==> config.mk <==
export PLATFORM = sky130hd
export DESIGN_NAME = envelope_gen
export DESIGN_NICKNAME = d
export VERILOG_FILES = /design/src/rtl/envelope_gen.sv
export SDC_FILE = /design/constraint.sdc
export NUM_CORES = 1
export LEC_CHECK = 0
export ABC_AREA = 0
export CAP_MARGIN = 40
export CORE_UTILIZATION = 59
export CTS_BUF_LIST = sky130_fd_sc_hd__clkbuf_8
export DETAILED_ROUTE_END_ITERATION = 8
export PLACE_DENSITY = 0.85
export SYNTH_ARGS = -nofsm -noshare
export SYNTH_HDL_FRONTEND = slang
export SYNTH_SLANG_ARGS = --single-unit
==> constraint.sdc <==
create_clock -name Clock -period 14.65 [get_ports Clock]
set_clock_uncertainty 0.1 [all_clocks]
set_input_delay 3.6625 -clock Clock [delete_from_list [all_inputs] [get_ports Clock]]
set_output_delay 3.6625 -clock Clock [all_outputs]
set_load 0.1 [all_outputs]
==> src/rtl/envelope_gen.sv <==
// ADSR envelope generator: prescaled step timing, five-state envelope FSM, and
// a registered multiplier that scales an offset-binary sample by the envelope.
module envelope_gen #(
  parameter int WAVE_DEPTH = 8,
  parameter int PRESCALE   = 256
) (
  input  logic                  Clock,
  input  logic                  Reset,
  input  logic                  Gate,
  input  logic [7:0]            AttackRate,
  input  logic [7:0]            DecayRate,
  input  logic [7:0]            SustainLevel,
  input  logic [7:0]            ReleaseRate,
  input  logic [WAVE_DEPTH-1:0] WaveIn,
  output logic [WAVE_DEPTH-1:0] WaveOut,
  output logic [7:0]            Envelope,
  output logic                  Active
);

  typedef enum logic [2:0] {
    ST_IDLE,
    ST_ATTACK,
    ST_DECAY,
    ST_SUSTAIN,
    ST_RELEASE
  } state_t;

  localparam logic [15:0]           PRE_MAX = 16'(PRESCALE - 1);
  localparam logic [WAVE_DEPTH:0]   MID_EXT = (WAVE_DEPTH + 1)'(2 ** (WAVE_DEPTH - 1));
  localparam logic [WAVE_DEPTH-1:0] MID     = WAVE_DEPTH'(2 ** (WAVE_DEPTH - 1));

  state_t                  state_q, state_d;
  logic [7:0]              env_q, env_d;
  logic [15:0]             cnt_q, cnt_d;
  logic                    gate_q, gate_d;
  logic                    active_q, active_d;
  logic [WAVE_DEPTH-1:0]   wave_q, wave_d;

  logic                    tick;
  logic                    rise, fall;
  logic [8:0]              att_sum, dec_diff, rel_diff;
  logic [7:0]              att_val, dec_val, rel_val;
  logic [WAVE_DEPTH:0]     samp;
  logic signed [WAVE_DEPTH+9:0] samp_ext, env_ext, prod;

  always_ff @(posedge Clock or negedge Reset) begin
    if (!Reset) begin
      state_q  <= ST_IDLE;
      env_q    <= 8'd0;
      cnt_q    <= 16'd0;
      gate_q   <= 1'b0;
      active_q <= 1'b0;
      wave_q   <= MID;
    end else begin
      state_q  <= state_d;
      env_q    <= env_d;
      cnt_q    <= cnt_d;
      gate_q   <= gate_d;
      active_q <= active_d;
      wave_q   <= wave_d;
    end
  end

  always_comb begin
    tick   = (cnt_q == PRE_MAX);
    cnt_d  = tick ? 16'd0 : cnt_q + 16'd1;
    gate_d = Gate;
    rise   = Gate & ~gate_q;
    fall   = ~Gate & gate_q;

    // Step targets are 9-bit so overflow/underflow shows up in bit 8.
    att_sum  = {1'b0, env_q} + {1'b0, AttackRate};
    dec_diff = {1'b0, env_q} - {1'b0, DecayRate};
    rel_diff = {1'b0, env_q} - {1'b0, ReleaseRate};
    att_val  = (AttackRate == 8'd0 || att_sum[8]) ? 8'hFF : att_sum[7:0];
    dec_val  = (DecayRate == 8'd0 || dec_diff[8] || dec_diff[7:0] < SustainLevel)
               ? SustainLevel : dec_diff[7:0];
    rel_val  = (ReleaseRate == 8'd0 || rel_diff[8]) ? 8'd0 : rel_diff[7:0];
  end

  always_comb begin
    state_d = state_q;
    env_d   = env_q;
    // Gate-driven transitions take priority and swallow a coincident tick.
    case (state_q)
      ST_IDLE: begin
        env_d = 8'd0;
        if (Gate) state_d = ST_ATTACK;
      end
      ST_ATTACK: begin
        if (fall) begin
          state_d = ST_RELEASE;
        end else if (tick) begin
          env_d = att_val;
          if (att_val == 8'hFF) state_d = ST_DECAY;
        end
      end
      ST_DECAY: begin
        if (fall) begin
          state_d = ST_RELEASE;
        end else if (tick) begin
          env_d = dec_val;
          if (dec_val == SustainLevel) state_d = ST_SUSTAIN;
        end
      end
      ST_SUSTAIN: begin
        if (fall) state_d = ST_RELEASE;
        else      env_d   = SustainLevel;
      end
      ST_RELEASE: begin
        if (rise) begin
          state_d = ST_ATTACK;
        end else if (tick) begin
          env_d = rel_val;
          if (rel_val == 8'd0) state_d = ST_IDLE;
        end
      end
      default: begin
        state_d = ST_IDLE;
        env_d   = 8'd0;
      end
    endcase
    active_d = (state_d != ST_IDLE);
  end

  // Signed sample times unsigned envelope, floor-divided by 256, re-biased.
  always_comb begin
    samp     = {1'b0, WaveIn} - MID_EXT;
    samp_ext = {{9{samp[WAVE_DEPTH]}}, samp};
    env_ext  = {{(WAVE_DEPTH + 2){1'b0}}, env_q};
    prod     = samp_ext * env_ext;
    wave_d   = WAVE_DEPTH'(prod >>> 8) + MID;
  end

  assign WaveOut  = wave_q;
  assign Envelope = env_q;
  assign Active   = active_q;

endmodule

# ---- Yosys cells after proc, flatten, opt, wreduce, memory -nomap -nowiden
# Cells that the tools add are included.
dict set report classes {
  n_eq_ne 14
  n_mul 1
  order_cmp 1
  addsub 6
  bitwise 4
  reduce_logical 11
  muxes 24
}
# cell n
set ops {}
lappend ops {{$mux W8} 10}
lappend ops {{$mux W3} 11}
lappend ops {{$logic_not A8 Y1} 4}
lappend ops {{$pmux W8 S4} 1}
lappend ops {{$sub A8 B8 Y9} 2}
lappend ops {{$add A16 B1 Y16 const B} 1}
lappend ops {{$eq A16 B8 Y1 const B} 1}
lappend ops {{$mul A9 B9 Y16} 1}
lappend ops {{$mux W16} 1}
lappend ops {{$pmux W3 S5} 1}
lappend ops {{$ne A2 B2 Y1 const B} 7}
lappend ops {{$add A8 B8 Y9} 1}
lappend ops {{$sub A8 B8 Y9 const B} 1}
lappend ops {{$add A8 B8 Y8 const B} 1}
lappend ops {{$eq A8 B8 Y1} 1}
lappend ops {{$eq A8 B8 Y1 const B} 1}
lappend ops {{$lt A8 B8 Y1} 1}
lappend ops {{$reduce_and A7 Y1} 1}
lappend ops {{$eq A3 B2 Y1 const B} 2}
lappend ops {{$logic_or A1 B1 Y1} 4}
lappend ops {{$eq A3 B1 Y1 const B} 1}
lappend ops {{$eq A3 B3 Y1 const B} 1}
lappend ops {{$logic_not A3 Y1} 1}
lappend ops {{$reduce_bool A3 Y1} 1}
lappend ops {{other kinds (2)} 4}
dict set report totals {
  elab_cells 67
  out_inout_bits 17
  register_bits 37
  input_bits 43
}

# ---- Logic depth before layout (Yosys ltp)
# Gate-level depths: netlist (run 1).
dict set report depth {
  ltp_word 10
  ltp_mapped 17
  ltp_nobuf 17
}

# ---- Worst setup path before layout (run 1)
# Ideal clock, no wire load.
dict set report synth_timing {
  path_type {input -> register}
  startpoint {input WaveIn[7]}
  endpoint {register wave_q[7], in the netlist WaveOut[7]}
  setup_ps 75
  n_path_buf 0
  path_slack_ps 6858
  cell_stages 14
  t_arrival_ps 7617
  cell_sequence {nand2b_1 > fa_1 > fa_1 > fa_1 > fa_1 > inv_1 > ha_1 > a2111oi_0 > o21ai_0 > a41oi_1 > o21ai_0 > o21a_1 > nor2_1 > xnor2_1}
}
dict set report synth_between {
  elab_chain_len 3
}
# item line
set synth_lines {}
lappend synth_lines {{start, declared} 14} ;# input logic [WAVE_DEPTH-1:0] WaveIn,
lappend synth_lines {{$sub A8 B8 Y9} 128} ;# samp = {1'b0, WaveIn} - MID_EXT;
lappend synth_lines {{$mul A9 B9 Y16} 131} ;# prod = samp_ext * env_ext;
lappend synth_lines {{$add A8 B8 Y8} 132} ;# wave_d = WAVE_DEPTH'(prod >>> 8) + MID;
lappend synth_lines {{named net wave_d[7]} 37} ;# logic [WAVE_DEPTH-1:0] wave_q, wave_d;
lappend synth_lines {{end signal, assigned} 60} ;# wave_q <= wave_d;
lappend synth_lines {{end, declared} 37}
# The timed path passes the listed nets, and every way through them passes these cells.
# A chain may end at the register's enable or synchronous reset.

# ---- Worst setup path after layout (run 1)
# Same ends and word-level chain as after synthesis.

==> flow_summary.json, run 1 <==
{
  "diodes": 0,
  "crit_chain": "clkdlybuf4s50_1 > nand2b_1 > fa_1 > fa_1 > fa_1 > fa_1 > inv_1 > ha_1 > a2111oi_0 > o21ai_0 > a41oi_1 > o21ai_0 > o21a_1 > nor2_1 > xnor2_1",
  "synth_top_family_by_area": "adder cells",
  "gp_congestion": 0.900,
  "yosys_warnings": 0,
  "synthTopCellsByCount": "inv_1, ha_1, fa_1",
  "port_buffers": 59,
  "drv_cap": 0,
  "hold_path.class": "reg -> reg",
  "timing.rr.start": "Envelope[1]",
  "ys_ff_latch": 37,
  "placementRows": 34,
  "worst_pin_slew_ps": 793,
  "route.detailed.drc": 0,
  "syn_avg_cell_area_sq_um": 8.57,
  "cpPeakStageDelay_ps": 550,
  "synth_top_cells_by_area": "fa_1, dfrtp_1, ha_1, inv_1, xnor2_1",
  "first_global_vias": 5164,
  "vias": 4910,
  "final_util": 0.737,
  "async_reset_ff_frac": 1.00,
  "cts.sinks": 37,
  "rr_worst_depth": 14,
  "synth_xor_area_frac": 0.0763,
  "layout_min_cycle_time_ps": 8570,
  "synth.area.mux_share": 0.00545,
  "power.total_mw": 0.266,
  "start_kind": "primary input",
  "antenna_left": 0,
  "drive_gt1_frac": 0.0502,
  "grt_use_total": 0.300,
  "synth_flop_cell": "dfrtp_1",
  "place_area_sq_um": 6460,
  "first_pass_iters": 5,
  "clkLatencyLatePin_ps": 300,
  "cts_root_buf": "clkbuf_8",
  "cp_slowest_cell": "clkdlybuf4s50_1",
  "clockBufferDepth": 2,
  "die_area_sq_um": 9730,
  "slew_viol_final": 0,
  "synth_fa_ha_area_frac": 0.330,
  "worst_ir_drop_vdd_uv": 33.2,
  "cts_tree": "built",
  "path_clk_slew_ps": 80,
  "synth_top_area_cell": "fa_1",
  "r2r_end": "WaveOut[7]",
  "rrSetupSlack_ps": 9220,
  "setup_viol": 0,
  "final_hold_viol_count": 0,
  "synth_compound_area_frac": 0.136,
  "pin_count": 60,
  "grt_pass1_wl_mm": 23.2,
  "synth_nets": 799,
  "worst_ep_required_time_ps": 14750,
  "synth_edf_count": 0,
  "wl_per_cell_microns": 16.3,
  "cts_resized": 0,
  "design_area_sq_um": 6550,
  "synth-simple-area-share": 0.205,
  "cp_max_fo": 8,
  "post-cts-setup-buffers": 0,
  "cp_common_cell": "fa_1",
  "min_path_cells": 1,
  "numCtsBuffers": 5,
  "layout.nets": 872,
  "grt_antenna_before_repair": 0,
  "grt_setup_unrepaired": "false",
  "die_h_microns": 98.6,
  "avgViaCountPerCell": 5.95,
  "synth_top_cell_area_share": 0.196,
  "synth_most_common_cell": "inv_1",
  "setup_tns_ps": 0,
  "fmax_ghz": 0.117,
  "power_density_nw_per_um2": 40.6,
  "grt_max_degree": 38,
  "synthesis.area_sq_um": 5510,
  "start_util": 0.620,
  "syn_inst": 643,
  "critPathKind": "in -> reg",
  "overflow": 0,
  "cts_htree_levels": 2,
  "seq_area_frac_synth": 0.168,
  "synth_cell_types": 59,
  "area_growth_pct": 18.9,
  "worstSetupEndpointType": "register",
  "die_w_microns": 98.6,
  "p_leak_nw": 3.13,
  "wirelength_mm": 13.5,
  "dp_hpwl_mm": 11.0,
  "slew_headroom": 0.471,
  "hold_start": "cnt_q[15]",
  "cts_hold_buf": 0,
  "outcome": "finished clean",
  "fin_crit_sh": 0.585,
  "crit_arrival_ps": 8670,
  "design.core.area_sq_um": 8890,
  "min_to": "cnt_q[15]",
  "dr.first_iter.drc_count": 224
}
## placed cells by master (no fill, tap or decap), types with 4 or more instances in the layout
master and count:
a211oi_1 6, a21o_1 8, a21oi_1 25, a222oi_1 5, a31oi_1 5, and2_1 38
and3_1 4, buf_8 17, clkbuf_8 5, clkdlybuf4s50_1 58, dfrtp_1 36, fa_1 54
ha_1 59, inv_1 104, nand2_1 46, nand2b_1 12, nand3_1 21, nor2_1 44
nor2b_1 9, nor3_1 12, nor4_1 7, o21ai_0 25, or4_1 5, xnor2_1 34
xor2_1 14
## critical path, delay by kind of cell
kind            cells  cell delay [ps]
xor+xnor            1              170
buf+inv             2              600
fa+ha+maj           5             2340
compound gates      5             1510
simple gates        2              380
## kinds of logic after synthesis
group / Yosys count
adder cells (fa/ha/maj): 113
flip-flops: 37
buffers and inverters: 115
AO/OA/AOI/OAI: 111
multiplexers: 3
XOR/XNOR: 48
AND/OR/NAND/NOR: 216
## final cells by class
class,count,area [sq um]
clock buffer,5,68.8
clock inverter,3,22.5
fill,664,2340
inverter,104,390
multi-input combinational,491,4150
sequential,37,927
tap,108,135
timing repair buffer,77,861
## worst max path at each step
stage,startpoint,end,slack (ps),depth (start not counted)
6_report,WaveIn[7],WaveOut[7],6080,15
2_1_floorplan,WaveIn[7],WaveOut[7],6860,14
4_1_cts,WaveIn[7],WaveOut[7],6080,15
3_3_place_gp,WaveIn[7],WaveOut[7],6030,15
3_5_place_dp,WaveIn[7],WaveOut[7],5780,15
5_1_grt,WaveIn[7],WaveOut[7],5750,15
## where the power goes
part | total [mW] | leakage (nW) | internal (mW) | switching (mW)
Clock | 0.0746 | 0.0481 | 0.0338 | 0.0408
Combinational | 0.0814 | 2.59 | 0.0348 | 0.0466
Sequential | 0.110 | 0.491 | 0.104 | 0.00586
Total | 0.266 | 3.13 | 0.173 | 0.0932
## registers in the layout, indices dropped and copies added, names as in the netlist
| name | cells |
|---|---|
| WaveOut | 8 |
| cnt_q | 16 |
| state_q | 3 |
| Envelope | 8 |
| gate_q | 1 |
| Active | 1 |
## through the flow
stage	setup slack [ps]	hold slack, ps	std cells
floorplan	6860	347	643
global placement	6030	363	799
detailed placement	5780	369	817
CTS	6080	385	825
global route	5750	408	825
finish	6080	383	825
## layer usage
metal | vias to the layer above | part of all wire | GRT usage | routed length [microns]
li1 | 2315 | - | - | -
met1 | 2386 | 0.41 | 0.366 | 5480
met2 | 174 | 0.51 | 0.542 | 6860
met3 | 35 | 0.051 | 0.0298 | 682
met4 | 0 | 0.034 | 0.130 | 457
met5 | - | 0 | 0 | 0
(Power assumes the default switching activity.)
==> run 2, diff against run 1 <==
- clock period: 14.65 -> 7.9 ns (I/O delays scaled with it)
==> run 2 against run 1 <==
  * First-iteration DRC count is 3.1% higher
  * Sequential power is 86% higher
  * Critical path depth stayed put
  * Register-to-register slack worse by 6800 ps
  * Clock-buffer cell count stayed put
  * Design area stayed put
  * Critical endpoint unchanged
  * Combinational power is 86% higher
  * Sequential share of layout area stayed put
  * Critical path type unchanged
  * Cell count stayed put
  * Highest routed layer unchanged
  * Global-route usage is 0.21 points higher
  * Clock power is 92% higher
==> flow_summary.json, run 2 (same netlist as run 1, synthesis figures left out) <==
{
  "drv_cap": 0,
  "cts_tree": "built",
  "cts_htree_levels": 2,
  "placementRows": 34,
  "top_register": "cnt_q",
  "p_comb_frac": 0.303,
  "wirelength_mm": 13.6,
  "worst_pin_slew_ps": 728,
  "clkLatencyLatePin_ps": 310,
  "slew_headroom": 0.515,
  "dr.first_iter.drc_count": 231,
  "avgViaCountPerCell": 5.96,
  "final_common_cell": "inv_1",
  "crit_arrival_ps": 7010,
  "internal_power_mw": 0.321,
  "fillers": 638,
  "hold_start": "cnt_q[15]",
  "cpPeakStageDelay_ps": 550,
  "start_util": 0.620,
  "grt_pass1_wl_mm": 23.4,
  "design.core.area_sq_um": 8890,
  "vias": 4919,
  "post-cts-setup-buffers": 0,
  "setup_tns_ps": 0,
  "diodes": 0,
  "area_growth_pct": 18.9,
  "crit_cells": 15,
  "cts_hold_buf": 0,
  "swShare": 0.356,
  "slew_viol_final": 0,
  "start_kind": "primary input",
  "cts_resized": 0,
  "design_area_sq_um": 6550,
  "die_h_microns": 98.6,
  "path_buf_inv": 2,
  "p_clk_frac": 0.287,
  "fin_crit_sh": 0.873,
  "critPathLaunch": "WaveIn[7]",
  "die_area_sq_um": 9730,
  "first_global_vias": 5216,
  "drive_gt1_frac": 0.0502,
  "cts_root_buf": "clkbuf_8",
  "gp_congestion": 0.900,
  "critPathKind": "in -> reg",
  "crit_chain": "clkdlybuf4s50_1 > nand2b_1 > fa_1 > fa_1 > fa_1 > fa_1 > inv_1 > ha_1 > a2111oi_0 > o21ai_0 > a41oi_1 > o21ai_0 > o21a_1 > nor2_1 > xnor2_1",
  "seqPwrFrac": 0.411,
  "cp_slowest_cell": "fa_1",
  "numCtsBuffers": 5,
  "port_buffers": 59,
  "path_clk_slew_ps": 80,
  "final_hold_viol_count": 0,
  "power_density_nw_per_um2": 76.0,
  "worst_ep_required_time_ps": 8010,
  "antenna_left": 0,
  "grt_max_degree": 38,
  "layout_min_cycle_time_ps": 6900,
  "timing.rr.start": "Envelope[1]",
  "rr_worst_depth": 14,
  "largest_reg_flops": 16,
  "dp_hpwl_mm": 11.0,
  "switching_power_mw": 0.177,
  "holdWs_ps": 386,
  "first_pass_iters": 5,
  "fmax_ghz": 0.145,
  "multiInputGateArea_sq_um": 4150,
  "layout.nets": 872,
  "pin_count": 60,
  "hold_path.class": "reg -> reg",
  "die_w_microns": 98.6,
  "overflow": 0,
  "setup_viol": 0,
  "cts.sinks": 37,
  "route.detailed.drc": 0,
  "min_path_cells": 1,
  "outcome": "finished clean",
  "grt_antenna_before_repair": 0,
  "worst_ir_drop_vdd_uv": 86.1,
  "wl_per_cell_microns": 16.5,
  "p_leak_nw": 3.13,
  "final_cell_mix": "inv_1, ha_1, clkdlybuf4s50_1, fa_1, nand2_1",
  "clockBufferDepth": 2,
  "place_area_sq_um": 6460,
  "grt_setup_unrepaired": "false",
  "grt_use_total": 0.302,
  "worstSetupEndpointType": "register",
  "cp_common_cell": "fa_1",
  "cp_max_fo": 8,
  "critical-path-top-delay-family": "adder cells",
  "seqCellArea_sq_um": 927
}
run 2: per-layer routing:
layer / up-vias / part of all wire / global-route usage
li1: 2311 / - / -
met1: 2383 / 0.40 / 0.365
met2: 193 / 0.51 / 0.546
met3: 32 / 0.054 / 0.0291
met4: 0 / 0.031 / 0.141
met5: - / 0 / 0
run 2: layout make-up:
cell class | instances | area share
inverters | 104 | 0.0596
well taps | 108 | 0.0206
clock buffers | 5 | 0.0105
clock inverters | 3 | 0.00344
repair buffers | 77 | 0.131
multi-input cells | 491 | 0.633
flip-flops and latches | 37 | 0.141
run 2: worst register-to-register path: cells and delay by family (launching register included):
family,cells,cell delay (ps)
fa+ha+maj,5,2150
compound gates,5,1530
flops,1,790
simple gates,2,400
buf+inv,1,200
xor+xnor,1,160
run 2: per-stage QoR:
stage	utilization	setup slack, ps	total power, mW	cells
global route	0.737	755	0.522	825
floorplan	-	1800	0.293	643
CTS	0.737	1040	0.497	825
finish	0.737	1000	0.498	825
global placement	0.696	971	0.342	799
detailed placement	0.727	738	0.355	817
run 2: worst paths after layout:
path,to,slack [ps]
worst max-delay path,WaveOut[7],1000
worst min-delay path,cnt_q[15],390
worst max register to register,WaveOut[7],2470
worst min register to register,cnt_q[15],390
max in group asynchronous,WaveOut[7],5910
min in group asynchronous,cnt_q[9],1520
run 2: power by group through the flow:
stage	clock network (mW)	logic, mW	registers (mW)
2_1_floorplan	0	0.0791	0.213
3_3_place_gp	0	0.135	0.207
3_5_place_dp	0	0.148	0.208
4_1_cts	0.144	0.149	0.204
5_1_grt	0.152	0.164	0.205
6_report	0.143	0.151	0.205
